==> src/rtl/md_ctrl_pkg.sv <==
`default_nettype none
// ----------------------------------------------------------------------------
// md_ctrl_pkg : shared encodings and widths for the MD element access controller
// Rev 1.0
// ----------------------------------------------------------------------------
package md_ctrl_pkg;

   localparam int DIN_W_DEF     = 210;
   localparam int DOUT_W_DEF    = 192;
   localparam int WORD_W        = 32;
   localparam int TAIL_WORD     = 6;
   localparam int TAIL_BITS     = 18;
   localparam int NUM_OUT_WORDS = 6;
   localparam int TMR_W         = 8;

   typedef enum logic [1:0] {
      OP_WRITE_ELEM = 2'd0,
      OP_READ_ELEM  = 2'd1,
      OP_SOFT_RESET = 2'd2,
      OP_CLR_ERR    = 2'd3
   } cmd_op_e;

   typedef enum logic [2:0] {
      ST_IDLE   = 3'd0,
      ST_WPULSE = 3'd1,
      ST_RREQ   = 3'd2,
      ST_RWAIT  = 3'd3,
      ST_RHOLD  = 3'd4
   } state_e;

endpackage
`default_nettype wire

==> src/rtl/md_shadow_buf.sv <==
`default_nettype none
// ----------------------------------------------------------------------------
// md_shadow_buf : holds the last captured element read, exposed one word at a time
// Rev 1.0
// ----------------------------------------------------------------------------
module md_shadow_buf
   import md_ctrl_pkg::*;
#(
   parameter int DOUT_W = DOUT_W_DEF
)(
   input  logic              ap_clk,
   input  logic              ap_rst,
   input  logic              cap_en,
   input  logic [DOUT_W-1:0] cap_data,
   input  logic [2:0]        rd_addr,
   output logic [31:0]       rd_data
);

   localparam int NUM_WORDS = DOUT_W / WORD_W;

   logic [DOUT_W-1:0] shadow_q;
   logic [DOUT_W-1:0] shadow_d;
   logic [WORD_W-1:0] word_w [8];

   always_comb begin
      shadow_d = cap_en ? cap_data : shadow_q;
   end

   always_ff @(posedge ap_clk) begin
      if (ap_rst) begin
         shadow_q <= '0;
      end else begin
         shadow_q <= shadow_d;
      end
   end

   // Indices past the last captured word read back as zero.
   for (genvar gi = 0; gi < 8; gi++) begin : g_word
      if (gi < NUM_WORDS) begin : g_live
         assign word_w[gi] = shadow_q[gi*WORD_W +: WORD_W];
      end else begin : g_zero
         assign word_w[gi] = '0;
      end
   end

   assign rd_data = word_w[rd_addr];

endmodule
`default_nettype wire

==> src/rtl/md_elem_access_ctrl.sv <==
`default_nettype none
// ----------------------------------------------------------------------------
// md_elem_access_ctrl : sequences host register access to the MD element port
// Rev 1.0
// ----------------------------------------------------------------------------
module md_elem_access_ctrl
   import md_ctrl_pkg::*;
#(
   parameter int DIN_W      = DIN_W_DEF,
   parameter int DOUT_W     = DOUT_W_DEF,
   parameter int RD_LATENCY = 2,
   parameter int RST_CYCLES = 16,
   parameter int CNT_W      = 16
)(
   input  logic              ap_clk,
   input  logic              ap_rst,
   input  logic              wr_en,
   input  logic [2:0]        wr_addr,
   input  logic [31:0]       wr_data,
   input  logic              cmd_valid,
   input  logic [1:0]        cmd_op,
   output logic              cmd_ready,
   input  logic [2:0]        rd_addr,
   output logic [31:0]       rd_data,
   output logic              busy,
   output logic              err,
   output logic [CNT_W-1:0]  wr_count,
   output logic [DIN_W-1:0]  md_d_in,
   output logic              md_elem_write,
   output logic              md_elem_read,
   output logic              md_read_ctrl,
   input  logic [DOUT_W-1:0] md_d_out,
   output logic              md_reset_n
);

   state_e             state_q, state_d;
   logic [DIN_W-1:0]   md_d_in_q, md_d_in_d;
   logic [CNT_W-1:0]   wr_count_q, wr_count_d;
   logic [TMR_W-1:0]   tmr_q, tmr_d;
   logic               err_q, err_d;
   logic               cmd_ready_q, cmd_ready_d;
   logic               md_elem_write_q, md_elem_write_d;
   logic               md_elem_read_q, md_elem_read_d;
   logic               md_read_ctrl_q, md_read_ctrl_d;
   logic               md_reset_n_q, md_reset_n_d;
   logic               capture_w;

   always_comb begin
      state_d         = state_q;
      md_d_in_d       = md_d_in_q;
      wr_count_d      = wr_count_q;
      tmr_d           = tmr_q;
      err_d           = err_q;
      md_elem_write_d = 1'b0;
      md_elem_read_d  = 1'b0;
      md_read_ctrl_d  = md_read_ctrl_q;
      md_reset_n_d    = md_reset_n_q;
      capture_w       = 1'b0;

      case (state_q)
         ST_IDLE: begin
            if (cmd_valid) begin
               case (cmd_op_e'(cmd_op))
                  OP_WRITE_ELEM: begin
                     state_d         = ST_WPULSE;
                     md_elem_write_d = 1'b1;
                  end
                  OP_READ_ELEM: begin
                     state_d        = ST_RREQ;
                     md_elem_read_d = 1'b1;
                     md_read_ctrl_d = 1'b1;
                  end
                  OP_SOFT_RESET: begin
                     state_d      = ST_RHOLD;
                     md_reset_n_d = 1'b0;
                     wr_count_d   = '0;
                     tmr_d        = TMR_W'(RST_CYCLES - 1);
                  end
                  default: err_d = 1'b0;
               endcase
            end
         end
         ST_WPULSE: begin
            wr_count_d = wr_count_q + CNT_W'(1);
            state_d    = ST_IDLE;
         end
         ST_RREQ: begin
            tmr_d   = TMR_W'(RD_LATENCY - 1);
            state_d = ST_RWAIT;
         end
         ST_RWAIT: begin
            if (tmr_q == '0) begin
               capture_w      = 1'b1;
               md_read_ctrl_d = 1'b0;
               state_d        = ST_IDLE;
            end else begin
               tmr_d = tmr_q - TMR_W'(1);
            end
         end
         ST_RHOLD: begin
            if (tmr_q == '0) begin
               md_reset_n_d = 1'b1;
               state_d      = ST_IDLE;
            end else begin
               tmr_d = tmr_q - TMR_W'(1);
            end
         end
         default: state_d = ST_IDLE;
      endcase

      // Evaluated after the command so a bad write in a CLR_ERR cycle still sticks,
      // and a legal write lands in the same edge that raises the write pulse.
      if (wr_en) begin
         if (state_q != ST_IDLE || wr_addr == 3'd7) begin
            err_d = 1'b1;
         end else begin
            for (int k = 0; k < TAIL_WORD; k++) begin
               if (wr_addr == 3'(k)) begin
                  md_d_in_d[k*WORD_W +: WORD_W] = wr_data;
               end
            end
            if (wr_addr == 3'(TAIL_WORD)) begin
               md_d_in_d[TAIL_WORD*WORD_W +: TAIL_BITS] = wr_data[TAIL_BITS-1:0];
            end
         end
      end

      cmd_ready_d = (state_d == ST_IDLE);
   end

   always_ff @(posedge ap_clk) begin
      if (ap_rst) begin
         state_q         <= ST_IDLE;
         md_d_in_q       <= '0;
         wr_count_q      <= '0;
         tmr_q           <= '0;
         err_q           <= 1'b0;
         cmd_ready_q     <= 1'b1;
         md_elem_write_q <= 1'b0;
         md_elem_read_q  <= 1'b0;
         md_read_ctrl_q  <= 1'b0;
         md_reset_n_q    <= 1'b1;
      end else begin
         state_q         <= state_d;
         md_d_in_q       <= md_d_in_d;
         wr_count_q      <= wr_count_d;
         tmr_q           <= tmr_d;
         err_q           <= err_d;
         cmd_ready_q     <= cmd_ready_d;
         md_elem_write_q <= md_elem_write_d;
         md_elem_read_q  <= md_elem_read_d;
         md_read_ctrl_q  <= md_read_ctrl_d;
         md_reset_n_q    <= md_reset_n_d;
      end
   end

   md_shadow_buf #(
      .DOUT_W (DOUT_W)
   ) u_shadow (
      .ap_clk   (ap_clk),
      .ap_rst   (ap_rst),
      .cap_en   (capture_w),
      .cap_data (md_d_out),
      .rd_addr  (rd_addr),
      .rd_data  (rd_data)
   );

   assign cmd_ready     = cmd_ready_q;
   assign busy          = ~cmd_ready_q;
   assign err           = err_q;
   assign wr_count      = wr_count_q;
   assign md_d_in       = md_d_in_q;
   assign md_elem_write = md_elem_write_q;
   assign md_elem_read  = md_elem_read_q;
   assign md_read_ctrl  = md_read_ctrl_q;
   assign md_reset_n    = md_reset_n_q;

endmodule
`default_nettype wire

==> config.mk <==
export PLATFORM = sky130hd
export DESIGN_NAME = md_elem_access_ctrl
export DESIGN_NICKNAME = d
export VERILOG_FILES = /design/src/rtl/md_ctrl_pkg.sv /design/src/rtl/md_shadow_buf.sv /design/src/rtl/md_elem_access_ctrl.sv
export SDC_FILE = /design/constraint.sdc
export NUM_CORES = 1
export LEC_CHECK = 0
export ABC_AREA = 1
export ABC_CLOCK_PERIOD_IN_PS = 4800
export CORE_AREA = 3 3 194 196
export DETAILED_ROUTE_END_ITERATION = 7
export DIE_AREA = 0 0 197 199
export PLACE_DENSITY_LB_ADDON = 0.2
export SLEW_MARGIN = 20
export SYNTH_ARGS = -nofsm -noshare
export SYNTH_HDL_FRONTEND = slang
export SYNTH_SLANG_ARGS = --single-unit
==> constraint.sdc <==
create_clock -name ap_clk -period 4.8 [get_ports ap_clk]
set_clock_uncertainty 0.2 [all_clocks]
set_input_delay 0.48 -clock ap_clk [delete_from_list [all_inputs] [get_ports ap_clk]]
set_output_delay 0.48 -clock ap_clk [all_outputs]
set_load 0.02 [all_outputs]
=== Word-level counts from Yosys, hierarchy flattened ===
Cells that the tools add are included.

* Add/sub/neg operators: 2
* Multiply operators: 0
* Div/mod/pow operators: 0
* Magnitude comparators: 1
* Equal/unequal tests: 19
* Shifts and indexed selects: 0
* Multiplexer cells: 31
* Bitwise operators: 5
* Reductions and logical operators: 25

{| class="wikitable"
|+ Operators with widths
! kind !! number
|-
| $bmux W32 S3 || 1
|-
| $mux W32 || 2
|-
| $mux W16 || 2
|-
| $pmux W16 S2 || 1
|-
| $mux W8 || 3
|-
| $pmux W8 S3 || 1
|-
| $reduce_and A3 Y1 || 8
|-
| $pmux W3 S3 || 2
|-
| $add A16 B1 Y16 const B || 1
|-
| $eq A3 B3 Y1 const B || 5
|-
| $mux W1 || 15
|-
| $eq A3 B2 Y1 const B || 4
|-
| $reduce_and A4 Y1 || 3
|-
| $logic_not A3 Y1 || 3
|-
| $logic_not A8 Y1 || 1
|-
| $ne A2 B2 Y1 const B || 4
|-
| $sub A8 B1 Y8 const B || 1
|-
| $eq A3 B1 Y1 const B || 2
|-
| $mux W3 || 2
|-
| $reduce_bool A2 Y1 || 3
|-
| $reduce_bool A3 Y1 || 2
|-
| $reduce_or A3 Y1 || 2
|-
| $ge A4 B4 Y1 const B || 1
|-
| $ne A2 B1 Y1 const B || 2
|-
| 8 further kinds || 12
|}

* Bits in registers: 435
* Latch bits: 0
* Bits in writable memories: 0
* Memory bits (read-only): 0
* Input bits: 236
* Memories: 0

=== Logic depth before layout (Yosys ltp) ===
Gate-level depths: netlist of the first run.

* Word-level depth: 7
* Depth in mapped cells: 10
* Gate-level depth less buffers: 10

=== By module ===
Synthesis of the first run repeated with hierarchy kept, for this count alone.

* Cells, all modules: 2617
* Area total of the unflattened synthesis: 18890.6 µm²

{| class="wikitable"
|+ Modules (own cells, without submodules)
! module !! instances !! cells an instance !! area each (µm²) !! sequential area each (µm²)
|-
| md_elem_access_ctrl || 1 || 1395 || 9688.0 || 4864.7
|-
| md_shadow_buf || 1 || 1222 || 9202.6 || 3843.7
|}

=== Worst setup path before layout of the first run ===
Ideal clock, no wire load.

* Path kind: input-to-output
* Start: input rd_addr[0]
* End: output rd_data[23]
* Data arrival time: 1.622 ns
* Required time: 4.120 ns
* Path slack: 2.498 ns
* Stages on the path: 7
* Path buffers: 3
* Path through: clkbuf_1 > clkbuf_1 > clkbuf_1 > o21ai_0 > o32ai_1 > nand2_1 > nand2_1

* Cells in the longest elaborated chain, start to end: 4

{| class="wikitable"
|+ RTL lines
! what !! line !! text
|-
| start: declaration || md_elem_access_ctrl.sv:23 || <nowiki>input logic [2:0] rd_addr,</nowiki>
|-
| $not A3 Y4 (not written as such) || md_shadow_buf.sv:46 || <nowiki>assign rd_data = word_w[rd_addr];</nowiki>
|-
| $bmux W32 S3 || md_shadow_buf.sv:46 ||
|-
| $mux W32 (not written as such) (2 in series) || md_shadow_buf.sv:46 ||
|-
| end: declaration || md_elem_access_ctrl.sv:24 || <nowiki>output logic [31:0] rd_data,</nowiki>
|}

No other way between the ends. The select of a mux whose other input is x is not followed.

=== Worst setup path after layout of the first run ===
* Start: input rd_addr[0]
* End: output rd_data[7]

Same word-level chain as after synthesis.

==> results of run 1 <==
## report_power, final
part	leakage (µW)	total, µW	internal (µW)	switching [µW]
combinational	0.00461	1070	473	597
clock	0.000750	3600	2170	1430
sequential	0.00352	3760	3700	56.7
## sequential cells by signal, summed over array words and instances (netlist names)
| name | flops |
|---|---|
| cmd_ready | 1 |
| err | 1 |
| md_d_in | 210 |
| md_elem_read | 1 |
| md_elem_write | 1 |
| md_read_ctrl | 1 |
| md_reset_n | 1 |
| state_q | 3 |
| tmr_q | 8 |
| u_shadow.shadow_q | 192 |
| wr_count | 16 |
## worst max-delay path: cells and delay by family
kind                   cells  cell delay [ns]
buffers and inverters      3             1.36
AO/OA/AOI/OAI              1             0.61
AND/OR/NAND/NOR            3             0.44
## how the worst min path moves through the flow
stage / start / to / slack [ns] / cells after the start
3_5_place_dp: u_shadow.shadow_q[88] / u_shadow.shadow_q[88] / 0.27 / 2
5_1_grt: u_shadow.shadow_q[157] / u_shadow.shadow_q[157] / 0.30 / 2
3_3_place_gp: err / err / 0.26 / 2
2_1_floorplan: u_shadow.shadow_q[128] / u_shadow.shadow_q[128] / 0.25 / 2
6_report: u_shadow.shadow_q[88] / u_shadow.shadow_q[88] / 0.28 / 2
4_1_cts: u_shadow.shadow_q[146] / u_shadow.shadow_q[146] / 0.28 / 2
## metrics by stage
| stage | hold WS, ns | util | instance area [µm²] | setup WS, ns | cells |
|---|---|---|---|---|---|
| after detailed placement | 0.266 | 0.612 | 22200 | 1.31 | 3185 |
| after CTS | 0.281 | 0.653 | 23700 | 1.30 | 3263 |
| final | 0.276 | 0.655 | 23700 | 1.17 | 3278 |
| after global placement | 0.260 | 0.612 | 22200 | 1.35 | 3185 |
| after floorplan | 0.250 | - | 17200 | 2.50 | 2364 |
| after global routing | 0.299 | 0.654 | 23700 | 1.10 | 3277 |
## kinds of logic (layout without fill, tap and decap cells)
logic type / after synthesis / in the layout / synth area share
compound gates: 569 / 569 / 0.178
xor+xnor: 2 / 2 / 0.00102
fa+ha+maj: 3 / 3 / 0.00218
buf+inv: 216 / 647 / 0.0572
flops: 435 / 435 / 0.505
other cells: 0 / 15 / 0
simple gates: 1139 / 1139 / 0.256
## routing by layer
metal / up-vias / GRT usage / routed length [µm]
met5: - / 0 / 41
met4: 6 / 0.117 / 1990
met3: 124 / 0.0664 / 5030
met2: 711 / 0.463 / 28200
met1: 8155 / 0.414 / 26900
li1: 8452 / - / -
## cell type report
type	instances	area, µm²
fillers	3204	12500
flip-flops and latches	435	8710
multi-input cells	1713	7540
repair buffers	515	5120
clock buffers	65	1320
well taps	468	586
inverters	54	216
clock inverters	13	200
diodes	15	37.5
## cell usage after synthesis
library cell | count | share of area
nor2_1 | 957 | 0.21
o21ai_0 | 480 | 0.14
dfxtp_1 | 435 | 0.51
nand2_1 | 138 | 0.030
clkbuf_1 | 112 | 0.024
inv_1 | 43 | 0.0094
o21a_1 | 32 | 0.014
o32ai_1 | 32 | 0.016
buf_2 | 25 | 0.0073
a21oi_1 | 20 | 0.0058
buf_6 | 19 | 0.012
nand3_1 | 18 | 0.0052
inv_2 | 9 | 0.0020
nand2_4 | 7 | 0.0046
buf_1 | 6 | 0.0013
nand4_1 | 5 | 0.0018
nor3_1 | 5 | 0.0015
ha_1 | 3 | 0.0022
nor2_2 | 2 | 0.00073
nor3b_1 | 2 | 0.00087
o31ai_1 | 2 | 0.00087
xor2_1 | 2 | 0.0010
a31o_2 | 1 | 0.00051
clkinv_1 | 1 | 0.00022
clkinv_2 | 1 | 0.00029
nand2_2 | 1 | 0.00036
nand3_2 | 1 | 0.00058
nor2_8 | 1 | 0.0012
nor3_2 | 1 | 0.00058
o21ai_2 | 1 | 0.00051
o21bai_1 | 1 | 0.00044
or2_2 | 1 | 0.00036
==> results.md, run 1 <==
- Status: finished, final reports clean
- # rows: 70
- Remaining global-route overflow: 0
- CP arrival: 2.95 ns
- Syn Nets: 2603
- DRT iter0 DRCs: 1570
- CTS buffer count: 44
- Reg-to-Reg Start: tmr_q[0]
- Synth Warn #: 0
- Die Width: 197 µm
- Port Buf Inserts: 500
- TritonCTS clock tree: done
- DRT antenna net count: 0
- Data required time at the worst endpoint: 4.12 ns
- Clk sink count: 435
- Fin. max-slew vios: 0
- WL per Instance: 19.0 µm
- Number of H-tree levels: 2
- First-pass GRT wire length: 92900 µm
- Dpl hpwl: 42800 µm
- Worst hold path class: reg2reg
- # DRC: 0
- Worst stage delay on the critical path: 0.65 ns
- R2R Path End: u_shadow.shadow_q[172]
- Die height: 199 µm
- Commonest non-fill, non-tap cell in the layout: nor2_1
- Cells after synthesis: 2364
- Initial antenna violation count: 17
- CP endpoint kind: primary output
- Final setup fails: 0
- Least-Margin Pin Slew: 1.09 ns
- Hold Buf Count CTS: 0
- Power, Total: 8430 µW
- Clk pin slew, worst setup/hold paths: 0.06 ns
- Vias in the first global route: 16141
- Crit path kind: in2out
- Clock Latency Late Sink: 0.56 ns
- Worst vdd ir: 0.000345 V
- Fmax: 0.276 GHz
- Max_cap viols: 0
- Total GRT Usage: 0.301
- Crit path time final: 3.63 ns
- Crit share post-route: 0.756
- Layout area overhead: 37.8%
- Pin count of the biggest net entering global routing: 226
- Critical Path Start: rd_addr[0]
- Critical-path cell list: buf_2 > buf_4 > nor2_1 > o32ai_1 > nand2_1 > nand2_1 > clkdlybuf4s50_1
- CTS resizes: 0
- Fraction of layout cells with a size suffix above 1: 0.0415
- Count of TritonRoute iterations in the first routing pass: 7
- Full die area: 39200 µm²
- Clk buf depth: 3
- R2R depth: 9
- Register bit total from synthesis: 435
- Worst setup path endpoint: rd_data[7]
- # Post-CTS Setup Buffers: 0
- Initial Util: 0.475
- Slowest-stage cell, CP: buf_4
- Startpoint types: primary input
- R2R Setup Slk: 2.02 ns
- Io pins: 501
- Power per cell area: 355 nW/µm²
- Distinct cell type count after synthesis: 32
- Core Box Area: 36300 µm²
- Total negative slack: 0 ns
- RSZ-0062 raised after global routing: no
- Final Hold Fails: 0
- Via count: 17448
- Drt total wl: 62100 µm
- Sequential share of the synthesized area: 0.505
- Slew headroom: 0.271
- Cell area after synthesis: 17200 µm²
- CP most frequent cell: nand2_1
- Vias/cell: 5.32
- Commonest cells after routing, fill and taps aside: nor2_1, clkdlybuf4s50_1, o21ai_0
- Syn avg cell area: 7.29 µm²
- Nets: 3002
- Leak: 0.00888 µW
- CTS Root Cell: clkbuf_16
- Routability cong.: 0.932
- Largest fanout on the critical path: 96
Power figures use the tool's default switching activity.
==> inputs of run 2 (changes only) <==
- ABC_CLOCK_PERIOD_IN_PS: 4800 -> 3750
- CORE_AREA: 3 3 194 196 -> not set
- CORE_ASPECT_RATIO: not set -> 1.25
- CORE_MARGIN: not set -> 3
- CORE_UTILIZATION: not set -> 48
- DIE_AREA: 0 0 197 199 -> not set
- clock period: 4.8 -> 3.75 ns (I/O delays scaled with it)
==> results.md, run 2 (same netlist as run 1, synthesis figures left out) <==
- Status: finished, final reports clean
- # Post-CTS Setup Buffers: 0
- Crit path time final: 3.07 ns
- WL per Instance: 18.1 µm
- Total GRT Usage: 0.296
- Core Box Area: 34900 µm²
- Vias/cell: 5.35
- DRT antenna net count: 0
- Startpoint types: primary input
- Commonest cells after routing, fill and taps aside: nor2_1, clkdlybuf4s50_1, o21ai_0
- Slowest-stage cell, CP: buf_2
- CTS resizes: 0
- Clk pin slew, worst setup/hold paths: 0.06 ns
- CTS Root Cell: clkbuf_16
- Clk buf depth: 3
- Data required time at the worst endpoint: 3.17 ns
- Nets: 3011
- Io pins: 501
- # rows: 76
- Final Hold Fails: 0
- Clk sink count: 435
- Count of TritonRoute iterations in the first routing pass: 5
- Total negative slack: 0 ns
- Crit share post-route: 0.819
- Fin. max-slew vios: 0
- Fmax: 0.325 GHz
- Max FFs per register: 210
- Layout area overhead: 38.4%
- Largest fanout on the critical path: 61
- Leak: 0.00893 µW
- Pin count of the biggest net entering global routing: 128
- Die height: 218 µm
- Hold_ws: 0.248 ns
- Worst hold path class: in2reg
- CP most frequent cell: nand2_1
- Initial Util: 0.494
- Least-Margin Pin Slew: 1.05 ns
- Max_cap viols: 0
- Worst vdd ir: 0.000317 V
- Fraction of layout cells with a size suffix above 1: 0.0456
- Full die area: 38200 µm²
- Dpl hpwl: 42500 µm
- Initial antenna violation count: 15
- Power per cell area: 447 nW/µm²
- Worst stage delay on the critical path: 0.75 ns
- RSZ-0062 raised after global routing: no
- Drt total wl: 59400 µm
- Number of H-tree levels: 2
- # DRC: 0
- CP endpoint kind: primary output
- TritonCTS clock tree: done
- Routability cong.: 0.966
- Port Buf Inserts: 500
- Slew headroom: 0.300
- Hold Buf Count CTS: 0
- Via count: 17557
- Clock Latency Late Sink: 0.55 ns
- Die Width: 175 µm
- Final setup fails: 0
- Crit path kind: in2out
- CP arrival: 2.50 ns
- Remaining global-route overflow: 0
- First-pass GRT wire length: 90700 µm
- Commonest non-fill, non-tap cell in the layout: nor2_1
- DRT iter0 DRCs: 1319
- Vias in the first global route: 16474
- CTS buffer count: 43
- Critical-path cell list: buf_2 > o21ai_0 > o32ai_1 > nand2_1 > nand2_1 > clkdlybuf4s50_1
-- run 2: area by class of cell --
class | count | area (µm²)
inverters | 54 | 216
well taps | 468 | 586
flip-flops and latches | 435 | 8710
diodes | 10 | 25.0
fillers | 2918 | 11100
clock buffers | 62 | 1300
multi-input cells | 1713 | 7540
repair buffers | 525 | 5270
clock inverters | 16 | 193
-- run 2: metrics by stage --
step	setup slack, ns	total power [µW]	cells	util	cell area [µm²]
5_1_grt	0.511	11000	3280	0.683	23800
6_report	0.678	10700	3283	0.683	23800
3_3_place_gp	0.738	6230	3195	0.640	22300
3_5_place_dp	0.718	6260	3195	0.640	22300
4_1_cts	0.709	10700	3273	0.682	23800
2_1_floorplan	1.66	5570	2364	-	17200
-- run 2: worst paths after layout --
path                  from                endpoint  slack, ns  cells after the start
min reg2reg            err                     err       0.27                      2
max             rd_addr[1]             rd_data[22]       0.68                      6
max reg2reg     state_q[0]             md_d_in[57]       1.07                      9
min          md_d_out[129]  u_shadow.shadow_q[129]       0.25                      3
-- run 2: metal layers --
layer | vias up | GRT usage | wire length [µm]
met5 | - | 0 | 103
met4 | 14 | 0.134 | 2680
met3 | 157 | 0.0812 | 5630
met2 | 805 | 0.517 | 29000
met1 | 8107 | 0.337 | 22000
li1 | 8474 | - | -
-- run 2: critical path, delay by kind of cell --
family	cells	cell delay, ns
AND/OR/NAND/NOR	2	0.23
AO/OA/AOI/OAI	2	0.47
buffers and inverters	2	1.36
-- run 2: power breakdown --
group,switching (µW),total [µW],internal (µW)
logic,744,1360,613
registers,71.9,4810,4740
clock network,1810,4500,2690
==> inputs of run 3 (changes only) <==
- ABC_CLOCK_PERIOD_IN_PS: 3750 -> 2950
- clock period: 3.75 -> 2.95 ns (I/O delays scaled with it)
==> results.md, run 3 (same netlist as run 1, synthesis figures left out) <==
- Status: finished, final reports clean
- Fraction of layout cells with a size suffix above 1: 0.0480
- Hold Buf Count CTS: 0
- TritonCTS clock tree: done
- Least-Margin Pin Slew: 0.760 ns
- Full die area: 38200 µm²
- Core Box Area: 34900 µm²
- Crit path kind: reg2out
- Layout area overhead: 39.1%
- Nets: 3018
- Startpoint types: flip-flop
- CP endpoint kind: primary output
- Routability cong.: 0.910
- Clk sink count: 435
- Power, Total: 13500 µW
- Power per cell area: 565 nW/µm²
- Fmax: 0.362 GHz
- Final Hold Fails: 0
- Worst vdd ir: 0.000366 V
- Fin. max-slew vios: 0
- Sequential share of power: 0.451
- Number of H-tree levels: 2
- Slew headroom: 0.493
- Leak: 0.00899 µW
- CP arrival: 2.27 ns
- Die height: 218 µm
- DRT antenna net count: 0
- Layout fillers: 2908
- # Post-CTS Setup Buffers: 0
- Switch share: 0.247
- Data required time at the worst endpoint: 2.46 ns
- Drt total wl: 59400 µm
- Sw power: 3350 µW
- Max_cap viols: 0
- DP Worst Slack: 0.269 ns
- Clk pin slew, worst setup/hold paths: 0.06 ns
- Max FFs per register: 210
- Commonest non-fill, non-tap cell in the layout: nor2_1
- Crit path time final: 2.76 ns
- Power Internal: 10200 µW
- CTS Root Cell: clkbuf_16
- WL per Instance: 18.1 µm
- Initial antenna violation count: 15
- Port Buf Inserts: 500
- Comb pwr share: 0.129
- Final setup fails: 0
- Crit share post-route: 0.936
- Total GRT Usage: 0.295
- Clk buf depth: 3
- RSZ-0062 raised after global routing: no
- First-pass GRT wire length: 90100 µm
- # rows: 76
- Io pins: 501
- CTS resizes: 0
- Dpl hpwl: 42400 µm
- Clock power frac: 0.419
- Vias/cell: 5.29
- Count of TritonRoute iterations in the first routing pass: 6
- Vias in the first global route: 16343
- Commonest cells after routing, fill and taps aside: nor2_1, clkdlybuf4s50_1, o21ai_0
- Pin count of the biggest net entering global routing: 153
- Remaining global-route overflow: 0
- Worst hold path class: in2reg
- Initial Util: 0.494
- # DRC: 0
- CTS buffer count: 43
- Die Width: 175 µm
- Total negative slack: 0 ns
- Post-route setup slack: 0.188 ns
- DRT iter0 DRCs: 1547
- Clock Latency Late Sink: 0.55 ns
- Largest fanout on the critical path: 2
- Via count: 17404
run 3: cell types whose count changed in the layout (fill, tap and decap cells not counted), sizes merged:
cell	before	now
buf	27	34
bufinv	4	2
clkbuf	62	67
clkinv	8	6
clkinvlp	5	3
diode	10	8
run 3: area by class of cell:
cell class / count / area, µm² / area share
antenna: 8 / 20.0 / 0.000836
clock buffer: 67 / 1380 / 0.0576
clock inverter: 10 / 108 / 0.00449
inverter: 54 / 216 / 0.00903
multi-input combinational: 1713 / 7540 / 0.315
sequential: 435 / 8710 / 0.363
tap: 468 / 586 / 0.0244
timing repair buffer: 532 / 5400 / 0.225
run 3: power by group through the flow:
stage / Combinational (µW) / Sequential (µW) / Clock (µW)
after floorplan: 723 / 6360 / 0
after global placement: 1720 / 6240 / 0
after detailed placement: 1740 / 6240 / 0
after CTS: 1750 / 6110 / 5740
after global routing: 1900 / 6130 / 5980
final: 1750 / 6110 / 5680
run 3: path summary, 6_finish.rpt:
kind | startpoint | end | slack (ns) | cells past startpoint
worst max-delay path | u_shadow.shadow_q[9] | rd_data[9] | 0.19 | 5
worst min-delay path | md_d_out[131] | u_shadow.shadow_q[131] | 0.17 | 3
worst max register to register | state_q[0] | md_d_in[130] | 0.55 | 9
worst min register to register | err | err | 0.27 | 2
run 3: per-stage QoR:
step,hold slack [ns],instances,cell area (µm²),utilization
after floorplan,0.244,2364,17200,-
after global placement,0.257,3202,22500,0.643
after detailed placement,0.266,3202,22500,0.643
after CTS,0.151,3279,23900,0.686
after global routing,0.174,3285,24000,0.686
final,0.169,3287,24000,0.687
run 3: worst max-delay path, stage by stage, from the launching register on:
cell,delay [ns]
dfxtp_1,0.37
nor2_1,0.06
o32ai_1,0.50
nand2_1,0.11
nand2_1,0.09
clkdlybuf4s50_1,0.60
run 3: metal layers:
layer	global-route usage	part of all wire	vias to the layer above
met5	0	0.0017	-
met2	0.520	0.49	784
met4	0.120	0.037	16
met1	0.340	0.38	7980
met3	0.0772	0.089	138
li1	-	-	8486
